$ cat config.mk
export PLATFORM = sky130hd
export DESIGN_NAME = lcr_pic
export DESIGN_NICKNAME = d
export VERILOG_FILES = /design/src/rtl/lcr_pic.sv
export SDC_FILE = /design/constraint.sdc
export NUM_CORES = 1
export LEC_CHECK = 0
export ABC_AREA = 1
export BUFFER_PORTS_ARGS = -buffer_cell sky130_fd_sc_hd__clkbuf_2
export CAP_MARGIN = 20
export CORE_MARGIN = 3
export CORE_UTILIZATION = 45
export DETAILED_ROUTE_END_ITERATION = 6
export GPL_TIMING_DRIVEN = 1
export PLACE_DENSITY_LB_ADDON = 0.1
export SLEW_MARGIN = 20
export SYNTH_ARGS = -nofsm -noshare
export SYNTH_HDL_FRONTEND = slang
export SYNTH_SLANG_ARGS = --single-unit
$ cat constraint.sdc
create_clock -name clock -period 4.75 [get_ports clock]
set_input_delay 0.475 -clock clock [delete_from_list [all_inputs] [get_ports clock]]
set_output_delay 0.475 -clock clock [all_outputs]
set_load 0.01 [all_outputs]
$ cat src/rtl/lcr_pic.sv
// 8259-style vectored interrupt controller for the LCR580 CPU port bus.
// Optional `LCR_PIC_ROTATE_EN adds rotating priority via command bit7 on EOI.
module lcr_pic #(
  parameter int unsigned NUM_IRQ   = 8,
  parameter logic [7:0]  BASE_PORT = 8'h20,
  parameter int unsigned RST_BASE  = 0
) (
  input  logic               clock,
  input  logic               reset_n,
  input  logic               ce,
  input  logic [NUM_IRQ-1:0] irq_in,
  input  logic [7:0]         port_addr,
  input  logic               port_we,
  input  logic               port_rd,
  input  logic [7:0]         port_wdata,
  output logic [7:0]         port_rdata,
  input  logic               iff1,
  input  logic               m0,
  input  logic               inta,
  output logic               int_req,
  output logic [7:0]         vec
);

  localparam logic [7:0] ImplMask = 8'((9'd1 << NUM_IRQ) - 9'd1);
  localparam logic [2:0] RstBase  = 3'(RST_BASE);
  localparam logic [7:0] PortCmd  = BASE_PORT;
  localparam logic [7:0] PortImr  = BASE_PORT + 8'd1;
  localparam logic [7:0] PortIsr  = BASE_PORT + 8'd2;

  typedef enum logic [0:0] {StIdle, StHold} state_e;

  state_e     state_q, state_d;
  logic [7:0] sync1_q, sync2_q, hist_q;
  logic [7:0] irr_q, irr_d;
  logic [7:0] isr_q, isr_d;
  logic [7:0] imr_q, imr_d;
  logic [7:0] vec_q, vec_d;
  logic       int_req_q, int_req_d;
  logic [2:0] prio_base;

  logic [7:0] irq_wide, edges, req, isr_eoi, ack_clear;
  logic [3:0] isr_first_old, req_first, isr_first;
  logic [2:0] req_rank, isr_rank, eoi_ch, rst_idx, cand_idx;
  logic       eoi_hit, eoi_valid, cand_valid, cmd_we, imr_we;

  // Returns {found, index} of the highest-priority set bit, base being highest.
  function automatic logic [3:0] find_first(input logic [7:0] v, input logic [2:0] base);
    logic [3:0] r;
    logic [2:0] idx;
    r = 4'b0;
    for (int i = 7; i >= 0; i--) begin
      idx = base + 3'(i);
      if (v[idx]) r = {1'b1, idx};
    end
    return r;
  endfunction

`ifdef LCR_PIC_ROTATE_EN
  logic [2:0] prio_base_q, prio_base_d;
  assign prio_base = prio_base_q;

  always_comb begin
    prio_base_d = prio_base_q;
    if (eoi_hit && eoi_valid && port_wdata[7]) prio_base_d = eoi_ch + 3'd1;
  end

  always_ff @(posedge clock) begin
    if (!reset_n)  prio_base_q <= 3'd0;
    else if (ce)   prio_base_q <= prio_base_d;
  end
`else
  assign prio_base = 3'd0;
`endif

  always_comb begin
    irq_wide = '0;
    irq_wide[NUM_IRQ-1:0] = irq_in;
  end

  assign edges  = sync2_q & ~hist_q & ImplMask;
  assign cmd_we = port_we && (port_addr == PortCmd);
  assign imr_we = port_we && (port_addr == PortImr);

  // EOI resolution: applied before the candidate is evaluated this cycle.
  always_comb begin
    eoi_hit       = cmd_we && port_wdata[5];
    isr_first_old = find_first(isr_q, prio_base);
    if (port_wdata[6]) begin
      eoi_ch    = port_wdata[2:0];
      eoi_valid = ImplMask[port_wdata[2:0]];
    end else begin
      eoi_ch    = isr_first_old[2:0];
      eoi_valid = isr_first_old[3];
    end
    isr_eoi = isr_q;
    if (eoi_hit && eoi_valid) isr_eoi[eoi_ch] = 1'b0;
  end

  // Candidate must outrank every in-service channel in the current order.
  always_comb begin
    req        = irr_q & ~imr_q & ImplMask;
    req_first  = find_first(req, prio_base);
    isr_first  = find_first(isr_eoi, prio_base);
    req_rank   = req_first[2:0] - prio_base;
    isr_rank   = isr_first[2:0] - prio_base;
    cand_idx   = req_first[2:0];
    cand_valid = req_first[3] && (!isr_first[3] || (req_rank < isr_rank));
    rst_idx    = RstBase + cand_idx;
  end

  always_comb begin
    state_d   = state_q;
    isr_d     = isr_eoi;
    vec_d     = vec_q;
    ack_clear = 8'h00;
    unique case (state_q)
      StIdle: begin
        if (inta) begin
          state_d = StHold;
          if (cand_valid) begin
            isr_d[cand_idx]     = 1'b1;
            ack_clear[cand_idx] = 1'b1;
            vec_d               = {2'b11, rst_idx, 3'b111};
          end else begin
            vec_d = 8'hFF;
          end
        end
      end
      StHold: begin
        if (!inta && m0) state_d = StIdle;
      end
      default: state_d = StIdle;
    endcase
    // A fresh edge wins over the acknowledge clearing the same channel.
    irr_d     = ((irr_q & ~ack_clear) | edges) & ImplMask;
    imr_d     = imr_we ? (port_wdata | ~ImplMask) : imr_q;
    int_req_d = (state_d == StIdle) && iff1 && cand_valid;
  end

  always_ff @(posedge clock) begin
    if (!reset_n) begin
      state_q   <= StIdle;
      sync1_q   <= 8'h00;
      sync2_q   <= 8'h00;
      hist_q    <= 8'h00;
      irr_q     <= 8'h00;
      isr_q     <= 8'h00;
      imr_q     <= 8'hFF;
      vec_q     <= 8'hFF;
      int_req_q <= 1'b0;
    end else if (ce) begin
      state_q   <= state_d;
      sync1_q   <= irq_wide & ImplMask;
      sync2_q   <= sync1_q;
      hist_q    <= sync2_q;
      irr_q     <= irr_d;
      isr_q     <= isr_d;
      imr_q     <= imr_d;
      vec_q     <= vec_d;
      int_req_q <= int_req_d;
    end
  end

  always_comb begin
    port_rdata = 8'h00;
    if (port_rd) begin
      if (port_addr == PortCmd)      port_rdata = irr_q & ImplMask;
      else if (port_addr == PortImr) port_rdata = imr_q & ImplMask;
      else if (port_addr == PortIsr) port_rdata = isr_q & ImplMask;
    end
  end

  assign int_req = int_req_q;
  assign vec     = vec_q;

endmodule
After elaboration in Yosys (flattened, before gate mapping)
Memories as Yosys holds them, arrays and structs flattened.
Index checks and enable logic that the tools add are counted.
{ "op_classes": {"n_lt_le_gt_ge": 6, "eq_ne": 3, "muxes": 46, "bitwise_logic": 12, "reduce_logical": 15} }
{ "op_table": {"columns": ["op", "count"], "rows": [
  ["4-bit two-way mux", 24],
  ["8-bit two-way mux", 11],
  ["8-bit bitwise AND", 4],
  ["8-bit NOT", 4],
  ["8-bit by 6-bit == test with 1-bit output, second input constant", 3],
  ["8-bit OR", 2],
  ["3-bit by 4-bit less-than comparator with 1-bit output, second input constant", 3],
  ["1-bit logical AND", 10],
  ["1-bit demux with 3-bit select", 2],
  ["3-bit by 1-bit >= comparator with 1-bit output, second input constant", 2],
  ["1-bit two-way mux", 6],
  ["6-bit two-way mux", 1],
  ["3-bit less-than comparator", 1],
  ["3-bit two-way mux", 1],
  ["3-bit AND reduction", 1],
  ["1-bit logical NOT", 2],
  ["1-bit NOT", 2],
  ["1-bit one-hot mux with 2 select lines", 1],
  ["2-bit AND reduction", 1],
  ["1-bit logical OR", 1]
]} }
{ "word_totals": {"reg_bits": 58, "mem_bits_ro": 8, "input_bits": 32, "out_inout_bits": 17, "wordCells": 92, "n_memories": 1} }
{ "memory_table": {"columns": ["name", "depth", "width", "rd", "rd_clocked_by_memory_dff", "write_ports", "line", "source"], "rows": [
  ["(name not given)", 8, 1, 1, 0, 0, "90", "eoi_valid = ImplMask[port_wdata[2:0]];"]
]} }

Longest topological paths before layout
{ "logic_depth": {"word_depth": 33, "depth_mapped": 26, "mapped_depth_nobuf": 25} }

Worst setup path after synthesis
OpenSTA, ideal clock, no wires.
{ "synth_timing": {"path_type": "input port to flip-flop", "startpoint": "in port_addr[4]", "endpoint": "reg irr_q[3]", "setup_time_ns": 0.132, "arrival_ns": 2.476, "required_time_ns": 4.618, "setup_slack_ns": 2.142, "path_stages": 22, "n_path_buf": 1, "cell_sequence": "inv_1 -> nand2_1 -> nor3_4 -> nand3_2 -> nor2_2 -> nand3_1 -> inv_1 -> nand2_1 -> nand2_1 -> nand2_1 -> nor2_1 -> o21ai_0 -> ha_1 -> nand2_1 -> inv_1 -> nand2_1 -> nand2_1 -> nand2_2 -> buf_6 -> nand4_1 -> nand2_1 -> a21oi_1"} }
{ "synth_via": {"elab_chain_cells": 22, "word_cells_on_any_way": 23, "cone_classes": "order compare: 1; eq/ne: 1; mux: 12; bitwise: 3; reduce/logical: 6"} }
{ "synth_lines": {"columns": ["item", "line", "source"], "rows": [
  ["from (decl)", "12", "input logic [7:0] port_addr,"],
  ["8-bit by 6-bit == test with 1-bit output *", "81", "assign cmd_we = port_we && (port_addr == PortCmd);"],
  ["1-bit logical AND *", "81", null],
  ["1-bit logical AND *", "86", "eoi_hit = cmd_we && port_wdata[5];"],
  ["1-bit logical AND *", "96", "if (eoi_hit && eoi_valid) isr_eoi[eoi_ch] = 1'b0;"],
  ["8-bit two-way mux *", "96", null],
  ["4-bit two-way mux (7 in a row)", "53", "if (v[idx]) r = {1'b1, idx};"],
  ["4-bit two-way mux *", "53", null],
  ["3-bit less-than comparator / 1-bit logical NOT (equally long branches)", "107", "cand_valid = req_first[3] && (!isr_first[3] || (req_rank < isr_rank));"],
  ["1-bit logical OR *", "107", null],
  ["1-bit logical AND *", "107", null],
  ["8-bit two-way mux *", "120", "if (cand_valid) begin"],
  ["8-bit two-way mux *", "118", "if (inta) begin"],
  ["8-bit two-way mux *", "116", "unique case (state_q)"],
  ["8-bit NOT *", "135", "irr_d = ((irr_q & ~ack_clear) | edges) & ImplMask;"],
  ["8-bit bitwise AND *", "135", null],
  ["8-bit OR *", "135", null],
  ["to (signal assigned)", "156", "irr_q <= irr_d;"],
  ["to (decl)", "34", "logic [7:0] irr_q, irr_d;"]
]} }
Every way passes the cells marked *; elsewhere a longest branch is shown, timed or not.
A chain may end at the register's enable or synchronous reset.

Final worst setup path
{ "layout_timing": {"startpoint": "in port_addr[4]", "endpoint": "out port_rdata[4]"} }
{ "layout_via": {"elab_chain_cells": 5, "word_cells_on_any_way": 7, "cone_classes": "eq/ne: 3; mux: 4"} }
{ "layout_lines": {"columns": ["item", "line", "source"], "rows": [
  ["8-bit by 6-bit == test with 1-bit output", "169", "else if (port_addr == PortIsr) port_rdata = isr_q & ImplMask;"],
  ["8-bit two-way mux", "169", null],
  ["8-bit two-way mux", "168", "else if (port_addr == PortImr) port_rdata = imr_q & ImplMask;"],
  ["8-bit two-way mux *", "167", "if (port_addr == PortCmd) port_rdata = irr_q & ImplMask;"],
  ["8-bit two-way mux *", "166", "if (port_rd) begin"],
  ["to (decl)", "16", "output logic [7:0] port_rdata,"]
]} }
Marked as above.

==> summary by stage <==
Layout
Relative to the synthesized area, the layout overhead comes to 12.53%. The number of nets in the finished design is 480. The multi-input combinational cells in the finished layout cover a total of 1428 sq um. The repair_antennas step left the layout with diodes totalling 0. The finished layout holds slightly above 500 standard cells, fillers aside.

Once layout is complete, the utilization of the core stands at a little over half. Leaving out fill and tap cells, the most frequent cell in the layout is sky130_fd_sc_hd__nand2_1. Counting the fill cells in the layout gives ~600.

The sequential cells in the finished layout cover a total of roughly 1100 sq um. In the layout the commonest cells are sky130_fd_sc_hd__nand2_1 (96), sky130_fd_sc_hd__dfxtp_1 (53), sky130_fd_sc_hd__inv_1 (51), sky130_fd_sc_hd__nor2_1 (51), sky130_fd_sc_hd__clkbuf_2 (43). In the final layout, the share of cells above drive strength 1 is between 10% and 20%.

Placed design
The routability congestion estimate is approximately 0.86. Port buffering added 43 buffers. The cell count after placement is between 500 and 600. The HPWL after detailed placement is a little under 5 mm.

Route
After detailed routing, the average wire length per cell comes to ~13 um. The first-pass iteration count of the detailed router is 4. The count of nets left with antenna violations after detail routing is 0. The count of unresolved DRC violations after routing is 0. Detailed routing inserted a total of between 2k and 3k vias. The first-iteration detailed-routing DRC count is approximately 120. The number of vias per cell is 5.118. The total wirelength of the detailed-routed design is around 6.6 mm.

Critical path
The terminus of the critical flop-to-flop path is irr_q[2]. The worst reg-to-reg path cell count is 24. The worst setup path is of the in2out kind. The required time at the worst-slack endpoint is 4.28 ns. The most critical setup path has its startpoint at port_addr[4]. The destination of the critical timing path is port_rdata[4]. The worst setup path is launched from an input pin.

The critical path arrival is around 2.4 ns. The maximum fanout count along the critical path is 8. STA classifies the critical path endpoint as an output pin.

The reg2reg setup slack is between 1.5 and 2 ns. The launch instance of the worst register-to-register path is isr_q[6].

Status
The flow ran to the end, and the final reports show no timing, DRC or antenna violations.

CTS
The clock tree synthesis step divided the H-tree into 2 levels. The clock root buffer master is sky130_fd_sc_hd__clkbuf_8. The clock insertion delay at the later pin of the skew report is between 0.3 and 0.4 ns. The number of buffers inserted during clock tree synthesis is 5.

The post-cts resize count is 0. Once the clock tree was built, the setup fixing pass inserted 0 buffers. Clock-pin slew was measured on the worst setup and hold paths at roughly 0.1 ns.

The count of hold-fix buffers inserted at cts is 0. No sink is reached through more buffers than the 2 on the longest clock path. The tree built by TritonCTS fans out to 53 sinks.

The CTS tree is yes.

Timing
In this run the tightest slew margin relative to its limit is 40.32%. Setup repair after global routing left no endpoint under its margin. The number of endpoints with negative hold slack in the final report is 0. The measured slew at the worst slew-check pin is roughly 0.89 ns. The tightest hold path in the finished design has a slack of about 0.38 ns.

The worst-case clock skew is between 0.01 and 0.015 ns. Setup violations remaining at the end of the flow were counted as 0. Of the available clock period, the critical path in the final layout requires about three fifths. Based on the critical path, the design can be clocked at up to ~0.35 GHz. The final-layout setup total negative slack is 0 ns. The time the worst path needs with I/O delays and setup is 2.897 ns. The final count of pins violating max slew was 0.

Logic synthesis
Counting flops with an async set or reset pin after synthesis yields a share of 0%. The adder-cell share of the synthesized area is less than 1%. The flip-flop cell with the highest count after synthesis is sky130_fd_sc_hd__dfxtp_1. In this run, synthesis produced a sequential element count of 53.

The number of enable-type register cells in the synthesized netlist is 0. The number of different library cells used by synthesis comes to 35. In the synthesized netlist, the number of instances is approximately 410. The sequential element share of the synthesized area is around two fifths. The post-synthesis average cell area is between 6 and 7 sq um. The synthesized netlist devotes 0% of its cell area to XOR and XNOR gates. The simple-gate portion of the synthesized area is 30.82%. The total standard cell area after synthesis is 2756 sq um. The number of synthesis warnings is 0. The area fraction in compound gates after synthesis is about a fifth.

The combinational family with the most area after synthesis is simple AND/OR/NAND/NOR gates. Of the post-synthesis cell area, the part taken by muxes is 0%.

Power and ir drop
In this run the power density over the cells is 268.7 nW/um^2. IR analysis of the VDD net gives a maximum drop of approximately 0.00022 V. The internal power consumption is between 0.0006 and 0.0007 W. The share of total power in combinational logic is under 10%. In this run switching power makes up 25.11% of total power. Of the total power, the clock network draws between 30 and 40%. For this design the total switching power over the nets is 0.0002093 W. In this run the static leakage power is approximately 1.5 nW. Of the total power, registers draw between 50% and 60%.

Floorplanning
between 40 and 50 I/O pins were placed. In this run the core area contains 27 standard-cell rows. The effective utilization at floorplan is about half. The die span in y is approximately 84 um. Measured along the x axis, the die boundary spans between 80 and 90 um. The area enclosed by the die boundary is 7101 sq um. The area inside the core boundary is 5709 sq um.

GRT
The overall fraction of global-route tracks in use is 19.21%. The wire length of the first global-routing pass is around 11 mm. Entering global routing, the biggest net connects 37 pins. The initial antenna violation count was 0. For this run the aggregate overflow at the end of global routing stands at 0. The number of global-route vias before repair is around 2.4k.

Min path
The startpoint of the most critical hold path is irq_in[6]. The worst min-delay path category is in2reg.

Job
The tool flagged a number of max-cap violations equal to 0.
[per-layer routing]
metal / vias to the layer above / track usage (%) / part of all wire, % / routed length, um
met5: - / 0 / 0 / 0
li1: 1400 / - / - / -
met1: 1197 / 26.06 / 49 / 3217
met2: 54 / 30.70 / 45 / 2995
met4: 0 / 6.287 / 1.2 / 77
met3: 5 / 3.729 / 5.1 / 336
[power groups by stage]
stage                     combinational (W)  sequential [W]  clock (W)
after floorplan                   0.0000505        0.000479          0
after global placement            0.0000745        0.000481          0
after detailed placement          0.0000754        0.000481          0
after CTS                         0.0000759        0.000471   0.000296
after global routing              0.0000882        0.000473   0.000312
final                             0.0000761        0.000471   0.000287
[stage by stage]
step                      worst slack (ns)  cell area [sq um]  total power, W
final                                1.853               3102       0.0008335
after global routing                 1.535               3102       0.0008726
after CTS                            1.482               3095       0.0008424
after detailed placement             1.476               2990       0.0005564
after global placement               1.547               2990       0.0005555
after floorplan                      2.142               2771       0.0005298
[Yosys cell counts, drive strengths merged, types with 2 or more instances]
cell type / count / area share, %
nand3: 13 / 2.5
dfxtp: 53 / 38
o211ai: 8 / 2.2
o21ai: 35 / 6.8
buf: 6 / 1.8
nor2: 52 / 7.2
or2: 9 / 2.0
nand4: 13 / 3.0
o221ai: 6 / 1.9
nor4: 2 / 0.45
nand2: 98 / 14
ha: 2 / 0.91
nor3: 5 / 1.9
a21oi: 34 / 6.3
clkbuf: 12 / 1.6
inv: 51 / 6.9
[flip-flops by register name (all words and copies together), names as in the netlist]
signal   flops
hist_q       8
imr_q        8
int_req      1
irr_q        8
isr_q        8
state_q      1
sync1_q      8
sync2_q      8
vec          3
[final cells by class]
cell class / count / area share (%)
multi-input cells: 290 / 46.03
flip-flops and latches: 53 / 34.21
repair buffers: 44 / 7.180
inverters: 52 / 6.293
clock buffers: 7 / 3.106
well taps: 72 / 2.904
clock inverters: 1 / 0.2824
[worst max-delay path: stages]
cell,delay (ns)
sky130_fd_sc_hd__clkbuf_2,0.08
sky130_fd_sc_hd__inv_1,0.04
sky130_fd_sc_hd__nand2_1,0.07
sky130_fd_sc_hd__nor3_4,0.25
sky130_fd_sc_hd__inv_1,0.12
sky130_fd_sc_hd__nor4_2,0.52
sky130_fd_sc_hd__inv_1,0.30
sky130_fd_sc_hd__o221ai_1,0.21
sky130_fd_sc_hd__o211ai_1,0.15
sky130_fd_sc_hd__inv_1,0.08
sky130_fd_sc_hd__clkbuf_2,0.12
[cells by family (layout without fill, tap and decap cells)]
family                   Yosys count  after routing
other                              1              5
flip-flops                        53             53
adder cells (fa/ha/maj)            2              2
AO/OA/AOI/OAI                     90             90
AND/OR/NAND/NOR                  193            193
buffers and inverters             70            104
[worst min-delay path by stage]
stage / to / slack, ns / cells past startpoint
after global placement: imr_q[3] / 0.44 / 2
after CTS: sync1_q[6] / 0.37 / 3
final: sync1_q[6] / 0.38 / 3
after global routing: sync1_q[1] / 0.39 / 3
after detailed placement: hist_q[5] / 0.45 / 2
after floorplan: imr_q[3] / 0.43 / 2
Power figures use the tool's default switching activity.
